File: src/rtl/conv2_fetch_pkg.sv
// Shared widths and FSM encoding for the conv2 group-2 kernel weight fetch path.
package conv2_fetch_pkg;
  localparam int DATA_W    = 16;
  localparam int ADDR_W    = 8;
  localparam int ROM_DEPTH = 2 ** ADDR_W;

  typedef enum logic [1:0] {
    IDLE  = 2'd0,
    RUN   = 2'd1,
    DRAIN = 2'd2
  } fetch_state_t;
endpackage

File: src/rtl/pair_fifo2.sv
// Two-entry FIFO with registered head; push and pop in one cycle are both honoured.
// Zero-latency head after first push; the caller must never push into a full buffer.
module pair_fifo2
  import conv2_fetch_pkg::*;
#(
  parameter int W = 2 * DATA_W + 1
) (
  input  logic         clock,
  input  logic         reset_n,
  input  logic         push,
  input  logic [W-1:0] push_data,
  input  logic         pop,
  output logic [1:0]   count,
  output logic [W-1:0] head_data
);
  logic [W-1:0] tail_q;
  logic         do_pop;

  assign do_pop = pop && (count != 2'd0);

  always_ff @(posedge clock or negedge reset_n) begin
    if (!reset_n) begin
      count     <= 2'd0;
      head_data <= '0;
      tail_q    <= '0;
    end else begin
      case ({push, do_pop})
        2'b10: begin
          if (count == 2'd0) head_data <= push_data;
          else               tail_q    <= push_data;
          count <= count + 2'd1;
        end
        2'b01: begin
          head_data <= tail_q;
          count     <= count - 2'd1;
        end
        2'b11: begin
          // Occupancy is unchanged; the new word lands behind whatever remains.
          if (count == 2'd1) begin
            head_data <= push_data;
          end else begin
            head_data <= tail_q;
            tail_q    <= push_data;
          end
        end
        default: ;
      endcase
    end
  end
endmodule

File: src/rtl/conv2_k_g2_fetch.sv
// Streams kernel weight pairs from a dual-address ROM onto a valid/ready bus.
// First pair three cycles after start; credit-gated issue keeps the 2-entry buffer from overflowing.
module conv2_k_g2_fetch
  import conv2_fetch_pkg::*;
(
  input  logic                clock,
  input  logic                reset_n,
  input  logic                start,
  input  logic [ADDR_W-1:0]   base,
  input  logic [ADDR_W-2:0]   len_m1,
  output logic                busy,
  output logic                done,
  output logic [ADDR_W-1:0]   rom_address_a,
  output logic [ADDR_W-1:0]   rom_address_b,
  input  logic [DATA_W-1:0]   rom_q_a,
  input  logic [DATA_W-1:0]   rom_q_b,
  output logic                out_valid,
  input  logic                out_ready,
  output logic [2*DATA_W-1:0] out_data,
  output logic                out_last
);
  fetch_state_t      state, state_nxt;
  logic [ADDR_W-1:0] base_q;
  logic [ADDR_W-2:0] len_q;
  logic [ADDR_W-2:0] idx_q;
  logic [ADDR_W-1:0] addr_a_q, addr_b_q;
  logic              inflight, last_inflight;
  logic [1:0]        count;
  logic [2:0]        load;
  logic              pop, issue, issue_last;
  logic [2*DATA_W:0] head;

  assign pop        = out_valid && out_ready;
  assign issue_last = (idx_q == len_q);

  // Occupancy after this cycle's pop plus the word still coming back from the ROM.
  assign load  = {1'b0, count} - {2'b00, pop} + {2'b00, inflight};
  assign issue = (state == RUN) && (load < 3'd2);

  // Addresses are live in the issue cycle so the ROM samples them at the next edge.
  assign rom_address_a = issue ? base_q + {idx_q, 1'b0} : addr_a_q;
  assign rom_address_b = issue ? base_q + {idx_q, 1'b1} : addr_b_q;

  always_comb begin
    state_nxt = state;
    done      = 1'b0;
    case (state)
      IDLE:  if (start) state_nxt = RUN;
      RUN:   if (issue && issue_last) state_nxt = DRAIN;
      DRAIN: begin
        if ((count == 2'd0) && !inflight) begin
          done      = 1'b1;
          state_nxt = IDLE;
        end
      end
      default: state_nxt = IDLE;
    endcase
  end

  assign busy = (state != IDLE) && !done;

  always_ff @(posedge clock or negedge reset_n) begin
    if (!reset_n) begin
      state         <= IDLE;
      base_q        <= '0;
      len_q         <= '0;
      idx_q         <= '0;
      addr_a_q      <= '0;
      addr_b_q      <= '0;
      inflight      <= 1'b0;
      last_inflight <= 1'b0;
    end else begin
      state         <= state_nxt;
      addr_a_q      <= rom_address_a;
      addr_b_q      <= rom_address_b;
      inflight      <= issue;
      last_inflight <= issue && issue_last;
      if ((state == IDLE) && start) begin
        base_q <= base;
        len_q  <= len_m1;
        idx_q  <= '0;
      end else if (issue) begin
        idx_q <= idx_q + 1'b1;
      end
    end
  end

  pair_fifo2 #(.W(2 * DATA_W + 1)) u_fifo (
    .clock     (clock),
    .reset_n   (reset_n),
    .push      (inflight),
    .push_data ({last_inflight, rom_q_b, rom_q_a}),
    .pop       (pop),
    .count     (count),
    .head_data (head)
  );

  assign out_valid = (count != 2'd0);
  assign out_last  = head[2*DATA_W];
  assign out_data  = head[2*DATA_W-1:0];
endmodule

File: config.mk
export PLATFORM = sky130hd
export DESIGN_NAME = conv2_k_g2_fetch
export DESIGN_NICKNAME = d
export VERILOG_FILES = /design/src/rtl/conv2_fetch_pkg.sv /design/src/rtl/pair_fifo2.sv /design/src/rtl/conv2_k_g2_fetch.sv
export SDC_FILE = /design/constraint.sdc
export NUM_CORES = 1
export LEC_CHECK = 0
export CORE_MARGIN = 4
export CORE_UTILIZATION = 40
export CTS_CLUSTER_DIAMETER = 100
export CTS_CLUSTER_SIZE = 25
export DETAILED_ROUTE_END_ITERATION = 8
export DONT_BUFFER_PORTS = 1
export PLACE_DENSITY = 0.63
export SLEW_MARGIN = 20
export SYNTH_ARGS = -nofsm -noshare
export SYNTH_HDL_FRONTEND = slang
export SYNTH_SLANG_ARGS = --single-unit
File: constraint.sdc
create_clock -name clock -period 3.2 [get_ports clock]
set_input_delay 0.32 -clock clock [delete_from_list [all_inputs] [get_ports clock]]
set_output_delay 0.32 -clock clock [all_outputs]
set_load 0.03 [all_outputs]
==> flow_summary.yaml <==
setup_path:
  critPathKind: "reg2out"
  worstPathMaxFanout: 6
  critPathCaptureType: "output pin"
  crit_arrival_ns: 2.74
  critical_path_required_ns: 2.88
  cp-start-kind: "flop"
final_layout:
  nets: 528
  num_antenna_cells: 0
  final_util: 0.473
  layout-drive-gt1-share: 0.230
  area_growth_pct: 13.8
grt:
  antenna_found_initial: 0
  grt_pass1_vias: 3432
  grt-ovfl-total: 0
  grt_max_degree: 111
  grt_usage: 0.147
  grt_pass1_wl_um: 17000
sta:
  fmax_ghz: 0.326
  min_period_over_period: 0.957
  rsz0062_at_grt: "false"
  hold_viol: 0
  fin_worst_skew_ns: 0.00653
  finalSetupViolCount: 0
  tightest_slew_ns: 0.711
  layout_min_cycle_time_ns: 3.06
  maxSlewHeadroom: 0.525
  worst_hold_slack_ns: 0.0995
  fin_tns_setup_ns: 0
  maxSlewViolCount: 0
synth:
  synthAdderAreaFrac: 0.0438
  synth-seq-cells: 110
  synthSimpleGateAreaFrac: 0.0978
  synth_compound_area_frac: 0.138
  seq_area_frac_synth: 0.542
  synth_warnings: 0
  synthXorXnorAreaFrac: 0.0379
  synth_cell_types: 44
  synthMuxAreaShare: 0.0998
  synth_top_family_by_area: "compound AO/OA/AOI/OAI gates"
  synth_area_sq_um: 5080
  syn_avg_cell_area_sq_um: 11.3
  syn_inst: 448
  syn-num-nets: 515
clocking:
  h-tree-depth: 3
  cts_sinks: 110
  clkLatencyLatePin_ns: 0.35
  cts_root_buffer: "clkbuf_16"
  clock_path_buffers: 2
  cts_buffers: 9
  cts_tree: "done"
  cts.clk_slew.worst_paths_ns: 0.07
floorplanning:
  io_pins: 103
  core_sq_um: 12200
  initial_core_util: 0.416
  dieWidth_um: 121
  die_h_um: 121
  dieArea_sq_um: 14600
  rows: 40
place:
  dp.final_hpwl_um: 7160
  port-buffer-count: 0
  gp_congestion: 0.811
route:
  drtIter0Drc: 147
  wire_per_inst_um: 16.0
  vias_per_cell: 5.14
  postRouteWirelength_um: 10200
  drc: 0
  postRouteAntennaNets: 0
  dr_total_vias: 3259
  firstDrtPassIters: 4
hold_path:
  hold_class: "in2reg"
run_status:
  status: "finished clean"
run:
  cap_violations: 0
[area by class of cell]
class / count / area, sq um
clock buffer: 9 / 225
fill: 1156 / 6430
timing repair buffer: 28 / 253
clock inverter: 7 / 96.3
multi-input combinational: 298 / 2190
sequential: 110 / 2750
tap: 168 / 210
inverter: 14 / 52.6
[per-stage QoR]
| stage | cells | worst slack, ns | instance area (sq um) |
|---|---|---|---|
| after CTS | 633 | 0.0530 | 5740 |
| after detailed placement | 612 | 0.0828 | 5340 |
| after floorplan | 448 | 0.00140 | 5080 |
| final | 634 | 0.136 | 5780 |
| after global routing | 634 | 0.00766 | 5780 |
| after global placement | 612 | 0.222 | 5340 |
[sequential cells by signal, summed over array words and instances, names as in the netlist, 2 cells and up]
register	count
u_fifo.count	2
idx_q	7
len_q	7
addr_a_q	8
base_q	8
addr_b_q	8
u_fifo.head_data	33
state	2
u_fifo.tail_q	33
[cell usage in the layout (no fill, tap or decap), drive strengths merged, types with 2 or more instances in the layout]
master  synthesis  routed
a211oi          4       4
nand2          63      63
a21oi           8       8
xnor2          14      14
nor3            5       5
inv            14      15
nand3           6       6
o21bai          2       2
nor3b           3       3
fa              3       3
o21ai          50      50
nor2           13      13
bufinv          0       2
dfrtp         110     110
ha             13      13
a21o            3       3
clkinv          0       4
buf            22      27
nand2b          6       6
mux2           45      45
clkbuf          4       9
xor2            8       8
o21a            4       4
a22oi          33      33
nand4           3       3
nor2b           4       4
[timing repair]
action                                 in CTS  in global routing
gates resized for setup                     8                  9
hold buffers                                2                  0
buffers inserted                            3                  1
setup endpoints to repair                  16                 15
endpoints found under the hold margin     110                  0
pin swaps                                   3                  0
[critical path, stage by stage (launching register included)]
cell and delay [ns]:
dfrtp_1 0.38, inv_1 0.09, ha_2 0.18, nor2b_1 0.05, ha_1 0.26, nand2b_4 0.14, fa_2 0.55, nand3_4 0.13
buf_6 0.17, a221o_2 0.45
[cells in the mapped netlist (all sizes together)]
library cell  instances  area (sq um)
nor2                 13          51.3
a31o                  1          8.76
nand2b                6          37.5
dfrtp               110          2750
nand2                63           236
o21bai                2          15.0
o22ai                 1          12.5
o31a                  1          8.76
a21o                  3          22.5
nand3                 6          42.5
fa                    3          60.1
a22oi                33           248
a21oi                 8          40.0
xor2                  8          70.1
clkbuf                4          16.3
inv                  14          52.6
a221o                 1          10.0
nor3                  5          30.0
o31ai                 1          7.51
or2b                  1          7.51
nand4                 3          18.8
o21ai                50           254
or2                   1          6.26
a211oi                4          30.0
nor2b                 4          32.5
xnor2                14           123
nor3b                 3          33.8
ha                   13           163
a311oi                1          15.0
o21a                  4          30.0
buf                  22           138
mux2                 45           507
[routing by layer]
| layer | up-vias | wire length (um) | GRT usage |
|---|---|---|---|
| li1 | 1584 | - | - |
| met1 | 1570 | 4260 | 0.177 |
| met4 | 0 | 197 | 0.0687 |
| met5 | - | 0 | 0 |
| met2 | 90 | 4950 | 0.237 |
| met3 | 15 | 760 | 0.0514 |
[logic make-up after synthesis]
group                    count (synthesis)
flip-flops                             110
AO/OA/AOI/OAI                          110
XOR/XNOR                                22
adder cells (fa/ha/maj)                 16
AND/OR/NAND/NOR                        105
buffers and inverters                   40
multiplexers                            45
[path summary, 6_finish.rpt]
check | from | to | slack [ns] | cells after the start
min reg2reg | addr_b_q[3] | addr_b_q[3] | 0.47 | 2
min | base[0] | base_q[0] | 0.1 | 2
min in group asynchronous | reset_n | u_fifo.head_data[4] | 0.58 | 2
max in group asynchronous | reset_n | idx_q[5] | 2.22 | 2
max reg2reg | u_fifo.count[0] | u_fifo.head_data[29] | 0.53 | 10
max | u_fifo.count[0] | rom_address_b[7] | 0.14 | 9
Power is left out: the tool's default activity adds up to more than one toggle a clock period on the data nets, which glitch-free logic cannot reach.
